[src/rtl/adder_pkg.sv]
// Shared constants for the pipelined carry-lookahead adder: op encodings and the
// elaboration-time legality rule for the N / G / STAGES parameter combination.
package adder_pkg;

   localparam logic OP_ADD = 1'b0;
   localparam logic OP_SUB = 1'b1;

   // Each pipeline slice must hold a whole number of lookahead groups.
   function automatic bit cfg_legal(input int n, input int g, input int stages);
      return (n > 0) && (g > 0) && (stages >= 1) &&
             ((n % g) == 0) && ((n % (stages * g)) == 0);
   endfunction

endpackage

[src/rtl/cla_group.sv]
// G-bit carry-lookahead group: every internal carry is a flat sum of products of
// generate/propagate terms, plus group generate/propagate for the next level.
module cla_group
   import adder_pkg::*;
#(
   parameter int G = 4
) (
   input  logic [G-1:0] a_i,
   input  logic [G-1:0] b_i,
   input  logic         cin_i,
   output logic [G-1:0] sum_o,
   output logic         gg_o,
   output logic         gp_o
);

   logic [G-1:0] g;
   logic [G-1:0] p;
   logic [G-1:0] c;
   logic         term;

   assign g = a_i & b_i;
   assign p = a_i ^ b_i;

   // c[i] = p[i-1..0]&cin | OR_j ( g[j] & p[i-1..j+1] ), expanded for each bit
   always_comb begin
      c    = '0;
      gg_o = 1'b0;
      term = 1'b0;
      for (int i = 0; i < G; i++) begin
         term = cin_i;
         for (int j = 0; j < i; j++) term = term & p[j];
         c[i] = term;
         for (int j = 0; j < i; j++) begin
            term = g[j];
            for (int m = j + 1; m < i; m++) term = term & p[m];
            c[i] = c[i] | term;
         end
      end
      for (int j = 0; j < G; j++) begin
         term = g[j];
         for (int m = j + 1; m < G; m++) term = term & p[m];
         gg_o = gg_o | term;
      end
   end

   assign gp_o  = &p;
   assign sum_o = p ^ c;

endmodule

[src/rtl/pipelined_cla_adder.sv]
// STAGES-deep add/subtract pipeline, one N/STAGES-bit CLA slice per stage, valid/ready
// on both ends. Define PIPELINED_CLA_ADDER_SAT_EN to saturate s on signed overflow.
module pipelined_cla_adder
   import adder_pkg::*;
#(
   parameter int N      = 32,
   parameter int G      = 4,
   parameter int STAGES = 2
) (
   input  logic         clk,
   input  logic         rst,
   input  logic         in_valid,
   output logic         in_ready,
   input  logic [N-1:0] a,
   input  logic [N-1:0] b,
   input  logic         cin,
   input  logic         sub,
   output logic         out_valid,
   input  logic         out_ready,
   output logic [N-1:0] s,
   output logic         cout,
   output logic         ovf
);

   localparam int W   = N / STAGES;
   localparam int GPS = W / G;
   localparam int L   = STAGES - 1;

   if (!cfg_legal(N, G, STAGES)) begin : g_bad_cfg
      $error("pipelined_cla_adder: illegal N/G/STAGES combination");
   end

   // Stage k register: effective operands, sum bits of slices 0..k, carry out of slice k.
   logic [N-1:0] a_q [STAGES];
   logic [N-1:0] b_q [STAGES];
   logic [N-1:0] s_q [STAGES];
   logic         c_q [STAGES];
   logic         v_q [STAGES];
   logic         ovf_q;

   logic [N-1:0] a_in [STAGES];
   logic [N-1:0] b_in [STAGES];
   logic [N-1:0] s_in [STAGES];
   logic [N-1:0] s_d  [STAGES];
   logic         c_in [STAGES];
   logic         c_d  [STAGES];
   logic         v_in [STAGES];
   logic         adv;

   // Whole pipeline advances unless the held result is being refused.
   assign adv      = !(v_q[L] && !out_ready);
   assign in_ready = adv;

   assign a_in[0] = a;
   assign b_in[0] = (sub == OP_SUB) ? ~b : b;
   assign c_in[0] = (sub == OP_SUB) ? 1'b1 : cin;
   assign s_in[0] = '0;
   assign v_in[0] = in_valid;

   for (genvar k = 0; k < STAGES; k++) begin : g_stage
      logic [GPS:0]   gc;
      logic [GPS-1:0] gg;
      logic [GPS-1:0] gp;
      logic [W-1:0]   slice_s;

      if (k > 0) begin : g_link
         assign a_in[k] = a_q[k-1];
         assign b_in[k] = b_q[k-1];
         assign s_in[k] = s_q[k-1];
         assign c_in[k] = c_q[k-1];
         assign v_in[k] = v_q[k-1];
      end

      assign gc[0] = c_in[k];
      for (genvar j = 0; j < GPS; j++) begin : g_grp
         cla_group #(.G(G)) u_grp (
            .a_i   (a_in[k][k*W + j*G +: G]),
            .b_i   (b_in[k][k*W + j*G +: G]),
            .cin_i (gc[j]),
            .sum_o (slice_s[j*G +: G]),
            .gg_o  (gg[j]),
            .gp_o  (gp[j])
         );
         assign gc[j+1] = gg[j] | (gp[j] & gc[j]);
      end

      // Upper slices are still zero here, so OR-ing in this slice places it.
      assign s_d[k] = s_in[k] | (N'(slice_s) << (k * W));
      assign c_d[k] = gc[GPS];
   end

   logic [N-1:0] s_raw;
   logic [N-1:0] s_fin;
   logic         sign_a;
   logic         sign_b;
   logic         ovf_d;

   assign s_raw  = s_d[L];
   assign sign_a = a_in[L][N-1];
   assign sign_b = b_in[L][N-1];
   assign ovf_d  = (sign_a == sign_b) && (s_raw[N-1] != sign_a);

`ifdef PIPELINED_CLA_ADDER_SAT_EN
   assign s_fin = !ovf_d ? s_raw :
                  sign_a ? {1'b1, {(N-1){1'b0}}} : {1'b0, {(N-1){1'b1}}};
`else
   assign s_fin = s_raw;
`endif

   // Payload loads only with a valid transfer so bubbles leave s/cout/ovf untouched.
   always_ff @(posedge clk) begin
      if (rst) begin
         for (int k = 0; k < STAGES; k++) begin
            v_q[k] <= 1'b0;
            a_q[k] <= '0;
            b_q[k] <= '0;
            s_q[k] <= '0;
            c_q[k] <= 1'b0;
         end
         ovf_q <= 1'b0;
      end else if (adv) begin
         for (int k = 0; k < STAGES; k++) begin
            v_q[k] <= v_in[k];
            if (v_in[k]) begin
               a_q[k] <= a_in[k];
               b_q[k] <= b_in[k];
               s_q[k] <= (k == L) ? s_fin : s_d[k];
               c_q[k] <= c_d[k];
            end
         end
         if (v_in[L]) ovf_q <= ovf_d;
      end
   end

   assign out_valid = v_q[L];
   assign s         = s_q[L];
   assign cout      = c_q[L];
   assign ovf       = ovf_q;

endmodule

[config.mk]
export PLATFORM = sky130hd
export DESIGN_NAME = pipelined_cla_adder
export DESIGN_NICKNAME = d
export VERILOG_FILES = /design/src/rtl/adder_pkg.sv /design/src/rtl/cla_group.sv /design/src/rtl/pipelined_cla_adder.sv
export SDC_FILE = /design/constraint.sdc
export NUM_CORES = 1
export LEC_CHECK = 0
export CAP_MARGIN = 20
export CORE_ASPECT_RATIO = 0.8
export CORE_UTILIZATION = 51
export CTS_BUF_LIST = sky130_fd_sc_hd__clkbuf_16
export DETAILED_ROUTE_END_ITERATION = 7
export GPL_ROUTABILITY_DRIVEN = 0
export PLACE_DENSITY = 0.82
export SLEW_MARGIN = 0
export SYNTH_ARGS = -nofsm -noshare
export SYNTH_HDL_FRONTEND = slang
export SYNTH_SLANG_ARGS = --single-unit
[constraint.sdc]
create_clock -name clk -period 4.05 [get_ports clk]
set_input_delay 0.81 -clock clk [delete_from_list [all_inputs] [get_ports clk]]
set_output_delay 0.81 -clock clk [all_outputs]
set_load 0.05 [all_outputs]
**Word level (Yosys, flattened, before mapping)**

Memories as Yosys holds them, arrays and structs flattened.
Index checks and enable logic that the tools add are counted.

- Bitwise operators: 197
- Equal/unequal tests: 2
- Muxes and demuxes: 25
- Reduce and logical (&&, ||, !) cells: 13

Operators by type and width:

| kind | number |
|---|---|
| $mux W32 | 7 |
| $or A1 B1 Y1 | 90 |
| $and A1 B1 Y1 | 80 |
| $xor A4 B4 Y4 | 16 |
| $and A4 B4 Y4 | 8 |
| $not A32 Y32 | 1 |
| $or A32 B32 Y32 | 1 |
| $reduce_and A4 Y1 | 8 |
| $mux W1 | 18 |
| $logic_and A1 B1 Y1 | 2 |
| $logic_not A1 Y1 | 2 |
| $reduce_and A2 Y1 | 1 |
| $eq A1 B1 Y1 | 1 |
| $ne A1 B1 Y1 | 1 |
| $not A1 Y1 | 1 |

- Flip-flop bits (word level): 1
- Bits in writable memories: 196
- Bits of input ports: 70
- Memories: 5

Memory list:

| memory | words | bits a word | rd ports | clocked after memory_dff | wr ports | line | text |
|---|---|---|---|---|---|---|---|
| a_q | 2 | 32 | 1 | 0 | 2 | pipelined_cla_adder.sv:34 | `logic [N-1:0] a_q [STAGES];` |
| b_q | 2 | 32 | 1 | 0 | 2 | pipelined_cla_adder.sv:35 | `logic [N-1:0] b_q [STAGES];` |
| s_q | 2 | 32 | 2 | 0 | 2 | pipelined_cla_adder.sv:36 | `logic [N-1:0] s_q [STAGES];` |
| c_q | 2 | 1 | 2 | 0 | 2 | pipelined_cla_adder.sv:37 | `logic c_q [STAGES];` |
| v_q | 2 | 1 | 2 | 0 | 2 | pipelined_cla_adder.sv:38 | `logic v_q [STAGES];` |

**Logic depth before layout (Yosys ltp)**

Gate-level depths: netlist of the first run.
An unclocked memory read counts as a cell.

- Depth after elaboration: 23
- Gate-level depth with buffers: 15

**Hierarchy**

Synthesis of the first run repeated with hierarchy kept, for this count alone.

- Cells, all modules: 417
- Area total of the unflattened synthesis: 5,008.6 um^2

By module, submodules not included:

| module | area each (um^2) | sequential area each (um^2) | cells each | times used |
|---|---|---|---|---|
| pipelined_cla_adder | 3,612.2 | 2,542.4 | 245 | 1 |
| cla_group (g_stage[0].g_grp[3].u_grp ...) | 180.2 | 0.0 | 23 | 5 |
| cla_group (g_stage[0].g_grp[0].u_grp ...) | 165.2 | 0.0 | 19 | 3 |

**Least setup slack after synthesis of the first run**

No wires, ideal clock.

- Kind: in2reg
- Start: in sub
- End: mem s_q[0][15] (data pin)
- Setup time: 0.254 ns
- Arrival: 3.096 ns
- Buffers on the path: 2
- Data required time: 3.796 ns
- Stages on the path: 15
- Setup slack: 0.700 ns
- Path through: buf_6 > buf_2 > xor2_1 > ha_1 > a21oi_1 > o21ai_1 > nor3_4 > nand2_1 > and2_1 > ha_1 > o21ai_0 > nand2b_1 > a21oi_1 > xor2_1 > nor2_1

RTL lines:

| what | line | text |
|---|---|---|
| start: declaration | pipelined_cla_adder.sv:17 | `input logic sub,` |
| end: declaration | pipelined_cla_adder.sv:36 |  |

==> results of run 1 <==
[through the flow]
stage / power (W) / utilization (%)
CTS: 0.00259 / 68.7
finish: 0.00258 / 68.7
floorplan: 0.00159 / -
detailed placement: 0.00182 / 65.6
global route: 0.00270 / 68.7
global placement: 0.00179 / 65.6
[worst max-delay path: stages]
cell             delay [ns]
clkdlybuf4s50_1        0.47
xor2_1                 0.16
ha_1                   0.31
a21oi_1                0.26
a21oi_1                0.12
nor2b_1                0.27
inv_1                  0.09
ha_1                   0.20
o21ai_0                0.16
nand2b_1               0.12
a21oi_1                0.25
xor2_1                 0.18
nor2_1                 0.06
[flip-flops by register name (all words and copies together) (netlist names)]
name	flops
v_q	2
ovf	1
b_q	16
a_q	16
s_q	48
c_q	2
[path summary, 6_finish.rpt]
check                            from                  endpoint  slack (ns)  cells after the start
max                              b[1]   s_q[0][7]$_SDFFCE_PN0P_        0.64                     13
min                  ovf$_SDFFE_PP0P_          ovf$_SDFFE_PP0P_        0.47                      2
max reg2reg  a_q[0][18]$_SDFFCE_PN0P_  s_q[0][63]$_SDFFCE_PN0P_        0.97                     11
min reg2reg          ovf$_SDFFE_PP0P_          ovf$_SDFFE_PP0P_        0.47                      2
[cell type report]
cell class              instances  area [µm²]  share of cell area, %
clock buffers                   9         225                   3.61
clock inverters                 6        55.1                  0.882
inverters                      17        63.8                   1.02
multi-input cells             275        2120                   33.9
flip-flops and latches         85        2540                   40.8
well taps                     115         144                   2.31
repair buffers                111        1090                   17.5
[cell usage after synthesis (2+ instances only)]
library cell / n / area share (%)
edfxtp_1: 84 / 53
o21ai_1: 4 / 0.42
xor2_1: 30 / 5.5
or2_2: 2 / 0.26
inv_1: 17 / 1.3
clkbuf_2: 3 / 0.31
nor2_1: 51 / 4.0
o21a_1: 2 / 0.31
and2_1: 37 / 4.8
buf_4: 4 / 0.63
o21ai_0: 9 / 0.94
a211oi_2: 2 / 0.52
a21o_1: 7 / 1.1
buf_2: 4 / 0.42
nand2_1: 8 / 0.63
xnor2_1: 27 / 4.9
nand4_1: 4 / 0.52
a21oi_1: 21 / 2.2
a211oi_1: 2 / 0.31
nand2b_1: 8 / 1.0
ha_1: 40 / 10
fa_1: 8 / 3.3
[logic make-up after synthesis]
logic type,share of synthesized area [%]
simple gates,12.6
flops,53.1
compound gates,7.14
fa+ha+maj,13.8
xor+xnor,10.4
buf+inv,2.93
[power by group through the flow]
stage               clock network [W]  registers, W  logic (W)
finish                       0.000782       0.00111   0.000686
detailed placement                  0       0.00113   0.000684
floorplan                           0       0.00126   0.000332
global route                 0.000824       0.00113   0.000749
CTS                          0.000790       0.00112   0.000688
global placement                    0       0.00113   0.000661
[metal layers]
layer,wire (µm),part of all wire (%),global-route usage [%],up-vias
met4,82,0.91,5.50,0
li1,-,-,-,1561
met5,0,0,0,-
met2,4740,53,36.4,92
met3,391,4.4,4.42,8
met1,3760,42,23.0,1508
==> impl_metrics.py, run 1 <==
metrics = {
    "outcome": {
        "status": "completed",
    },
    "yosys": {
        "synth_edf_count": 84,
        "netlist_area_um2": 4790,
        "synthFlopType": "edfxtp_1",
        "synth-seq-cells": 85,
        "synthArstFlopShare_pct": 0,
        "avgSynthCellArea_um2": 12.3,
        "ys_seq_area_share_pct": 53.1,
        "syn_nets": 507,
        "yosys_warnings": 0,
        "synth_cell_types": 37,
        "syn-instance-count": 389,
    },
    "place": {
        "post-place-ws_ns": 0.337,
        "placed_cell_area_um2": 5960,
        "dp.cells": 603,
        "port_buffers": 105,
        "dp_hpwl_um": 6630,
    },
    "clocking": {
        "root_buffer": "clkbuf_16",
        "htree_levels": 3,
        "cts_tree": "done",
        "cts.path.max_buffers": 2,
        "cts_setup_buffers": 0,
        "clkTransAtPathRegs_ns": 0.06,
        "clock-sinks": 85,
        "cts_buffers": 9,
        "insertion_delay_ns": 0.33,
        "post_cts_resized": 0,
        "cts_hold_buf": 0,
    },
    "power": {
        "leakage_nw": 2.56,
        "p_int_w": 0.00184,
        "power.switching_w": 0.000743,
        "irDropWorstVdd_mv": 0.315,
        "pwr-share-seq_pct": 43.2,
        "pwr_density_cell_nw_per_um2": 414,
        "p_clk_share_pct": 30.3,
        "switching_share_pct": 28.8,
        "combPwrFrac_pct": 26.6,
    },
    "die": {
        "start_util_pct": 52.7,
        "dieArea_um2": 9780,
        "coreArea_um2": 9080,
        "die_w_um": 110,
        "die_y_um": 88.7,
        "ios": 106,
        "rows": 31,
    },
    "global_routing": {
        "grt_pass1_vias": 3109,
        "antenna_found_initial": 0,
        "grt_max_degree": 36,
        "grt_usage_pct": 19.7,
        "gr-total-overflow": 0,
        "grt_pass1_wl_um": 14300,
    },
    "drt": {
        "drt-total-wl_um": 8970,
        "drtIter0Drc": 79,
        "via_per_inst": 5.13,
        "wl_per_cell_um": 14.5,
        "dr.pass1.iters": 4,
        "drc": 0,
        "drtAntennaViolNets": 0,
        "num_vias": 3169,
    },
    "layout": {
        "final_common_cell": "clkdlybuf4s50_1",
        "final_nets": 617,
        "nFillCells": 679,
        "layout_common_cells": "clkdlybuf4s50_1, edfxtp_1, nor2_1, ha_1, and2_1",
        "antennaDiodeCount": 0,
        "syn_to_final_growth_pct": 30.3,
        "stdcell_count": 618,
        "post-route-cell-area_um2": 6240,
        "drive_gt1_share_pct": 6.16,
    },
    "setup_path": {
        "startpoint_type": "primary input",
        "worstPathRequired_ns": 4.10,
        "crit_type": "in -> reg",
        "cp-end-kind": "register",
        "cp_max_fo": 4,
        "arrival_ns": 3.46,
    },
    "timing": {
        "hold_viol_final": 0,
        "hold_ws_ns": 0.466,
        "finalCriticalPeriod_ns": 3.41,
        "skew_ns": 0.00793,
        "fin_crit_sh_pct": 84.2,
        "tightest_slew_ns": 0.696,
        "slew_violations": 0,
        "max_freq_mhz": 293,
        "tns_ns": 0,
        "timing.final.ws_setup_ns": 0.642,
        "slew-limit-headroom_pct": 53.4,
        "rsz0062_at_grt": "false",
        "setup_violations": 0,
    },
    "worst_hold_path": {
        "hold_path_class": "reg -> reg",
    },
    "job": {
        "maxCapViolations": 0,
    },
}
No activity file was read; power rests on OpenSTA's default activity.
==> run 2: changes to the inputs <==
Settings changed: CORE_UTILIZATION 51 to 46, PLACE_DENSITY 0.82 to 0.78.
Clock period 4.05 ns to 2.74 ns, I/O delays scaled along.
==> run 2 against run 1 <==
- the flow now finishes with violations (negative setup slack)
- non-clock buffer count increased by 55
- register-to-register slack got worse by 0.99 ns
- core utilization rose by 3.2 points
- combinational power increased by 94%
- sequential share of layout area is 5.0 points lower
- die area up 11%
- largest cell class unchanged
==> impl_metrics.py, run 2 (synthesis results as in run 1) <==
metrics = {
    "clocking": {
        "cts.path.max_buffers": 2,
        "insertion_delay_ns": 0.33,
        "htree_levels": 3,
        "root_buffer": "clkbuf_16",
        "clock-sinks": 85,
        "cts_tree": "done",
        "cts_buffers": 9,
        "clkTransAtPathRegs_ns": 0.06,
    },
    "outcome": {
        "violations": "negative setup slack",
        "status": "finished with violations",
    },
    "layout": {
        "largest_reg_flops": 48,
        "stdcell_count": 695,
        "final_nets": 672,
        "antennaDiodeCount": 0,
        "drive_gt1_share_pct": 24.5,
        "largestRegisters": "s_q x48, a_q x16, b_q x16",
        "syn_to_final_growth_pct": 48.6,
        "layout_common_cells": "edfxtp_1, clkdlybuf4s50_1, buf_4, nor2_1, and2_1",
        "top_register": "s_q",
    },
    "setup_path": {
        "crit_type": "in -> reg",
        "cp_cell_sequence": "clkdlybuf4s50_1 > ha_2 > nand2_2 > a211oi_4 > nor3_4 > buf_4 > buf_4 > inv_2 > ha_4 > o21ai_2 > nand2b_1 > a21oi_2 > xor2_1 > nor2_1",
        "crit_top_cell": "buf_4",
        "cp-end-kind": "register",
        "arrival_ns": 2.85,
        "slowest_stage": "clkdlybuf4s50_1",
        "worstPathRequired_ns": 2.82,
        "slowest_delay_ns": 0.51,
        "reg2reg_depth": 13,
        "cp_max_fo": 2,
        "startpoint_type": "primary input",
    },
    "timing": {
        "setup_violations": 4,
        "hold_viol_final": 0,
        "fin_crit_sh_pct": 101,
        "max_freq_mhz": 362,
        "slew_violations": 0,
        "slew-limit-headroom_pct": 58.2,
        "rsz0062_at_grt": "true",
        "tightest_slew_ns": 0.624,
        "skew_ns": 0.00717,
        "tns_ns": -0.0590,
        "finalCriticalPeriod_ns": 2.76,
        "timing.final.ws_setup_ns": -0.0235,
        "hold_ws_ns": 0.458,
    },
    "power": {
        "combPwrFrac_pct": 32.1,
        "irDropWorstVdd_mv": 0.295,
        "pwr-share-seq_pct": 39.8,
        "switching_share_pct": 29.6,
        "leakage_nw": 2.98,
        "p_int_w": 0.00292,
        "p_clk_share_pct": 28.2,
        "power.switching_w": 0.00122,
        "finalPower_w": 0.00414,
        "pwr_density_cell_nw_per_um2": 582,
    },
    "global_routing": {
        "grt_usage_pct": 20.0,
        "grt_pass1_vias": 3538,
        "gr-total-overflow": 0,
        "antenna_found_initial": 0,
        "grt_pass1_wl_um": 16200,
        "grt_max_degree": 50,
    },
    "die": {
        "coreArea_um2": 9890,
        "ios": 106,
        "die_y_um": 93.2,
        "start_util_pct": 48.4,
        "rows": 32,
        "die_w_um": 116,
        "dieArea_um2": 10800,
    },
    "drt": {
        "drtAntennaViolNets": 0,
        "drtIter0Drc": 206,
        "dr.pass1.iters": 4,
        "num_vias": 3425,
        "via_per_inst": 4.93,
        "drt-total-wl_um": 11000,
        "drc": 0,
        "wl_per_cell_um": 15.8,
    },
    "place": {
        "dp_hpwl_um": 7170,
        "dp.cells": 657,
        "port_buffers": 105,
    },
    "worst_hold_path": {
        "hold_path_class": "reg -> reg",
        "min_path_cells": 2,
    },
    "job": {
        "maxCapViolations": 0,
    },
}
## run 2: worst paths after layout
check	from	end	slack (ns)
setup / recovery	a[2]	s_q[0][11]$_SDFFCE_PN0P_	-0.02
setup reg to reg	b_q[0][16]$_SDFFCE_PN0P_	s_q[0][62]$_SDFFCE_PN0P_	-0.02
hold / removal	ovf$_SDFFE_PP0P_	ovf$_SDFFE_PP0P_	0.46
hold reg to reg	ovf$_SDFFE_PP0P_	ovf$_SDFFE_PP0P_	0.46
## run 2: final cells by class
| cell class | instances | area, µm² |
|---|---|---|
| Inverter | 17 | 63.8 |
| Fill cell | 674 | 2770 |
| Tap cell | 136 | 170 |
| Clock buffer | 9 | 225 |
| Clock inverter | 7 | 61.3 |
| Timing Repair Buffer | 166 | 1560 |
| Multi-Input combinational cell | 275 | 2490 |
| Sequential cell | 85 | 2540 |
## run 2: worst max-delay path, delay by kind of cell
kind / cells / cell delay (ns)
AOI/OAI and AO/OA: 3 / 0.34
xor gates and xnor gates: 1 / 0.16
adders and majority gates: 2 / 0.46
buffers and inverters: 4 / 0.82
and+or+nand+nor: 4 / 0.52
## run 2: repair_timing
action,4_1_cts,5_1_grt
pin swaps,41,37
endpoints found under the setup margin,10,13
hold buffers,0,0
resized for setup,31,63
buffers inserted,14,8
endpoints found under the hold margin,0,0
## run 2: power by group through the flow
stage          clock network [W]  logic [W]  registers [W]
2_1_floorplan                  0   0.000501        0.00187
3_3_place_gp                   0    0.00108        0.00167
3_5_place_dp                   0    0.00111        0.00167
4_1_cts                  0.00118    0.00120        0.00165
5_1_grt                  0.00122    0.00143        0.00166
6_report                 0.00117    0.00133        0.00165
## run 2: stage by stage
step                      util, %  cell area (µm²)  worst slack (ns)
after detailed placement     63.3             6260            -0.648
after global routing         72.0             7120            -0.178
after CTS                    68.4             6760          -0.00649
after global placement       63.3             6260            -0.521
final                        72.0             7120           -0.0235
after floorplan                 -             4820            -0.227
## run 2: layer usage
layer | vias up | track usage, % | part of all wire (%)
met2 | 107 | 36.7 | 52
met1 | 1610 | 21.7 | 39
li1 | 1670 | - | -
met3 | 38 | 4.28 | 4.1
met5 | - | 0 | 0
met4 | 0 | 10.3 | 4.2
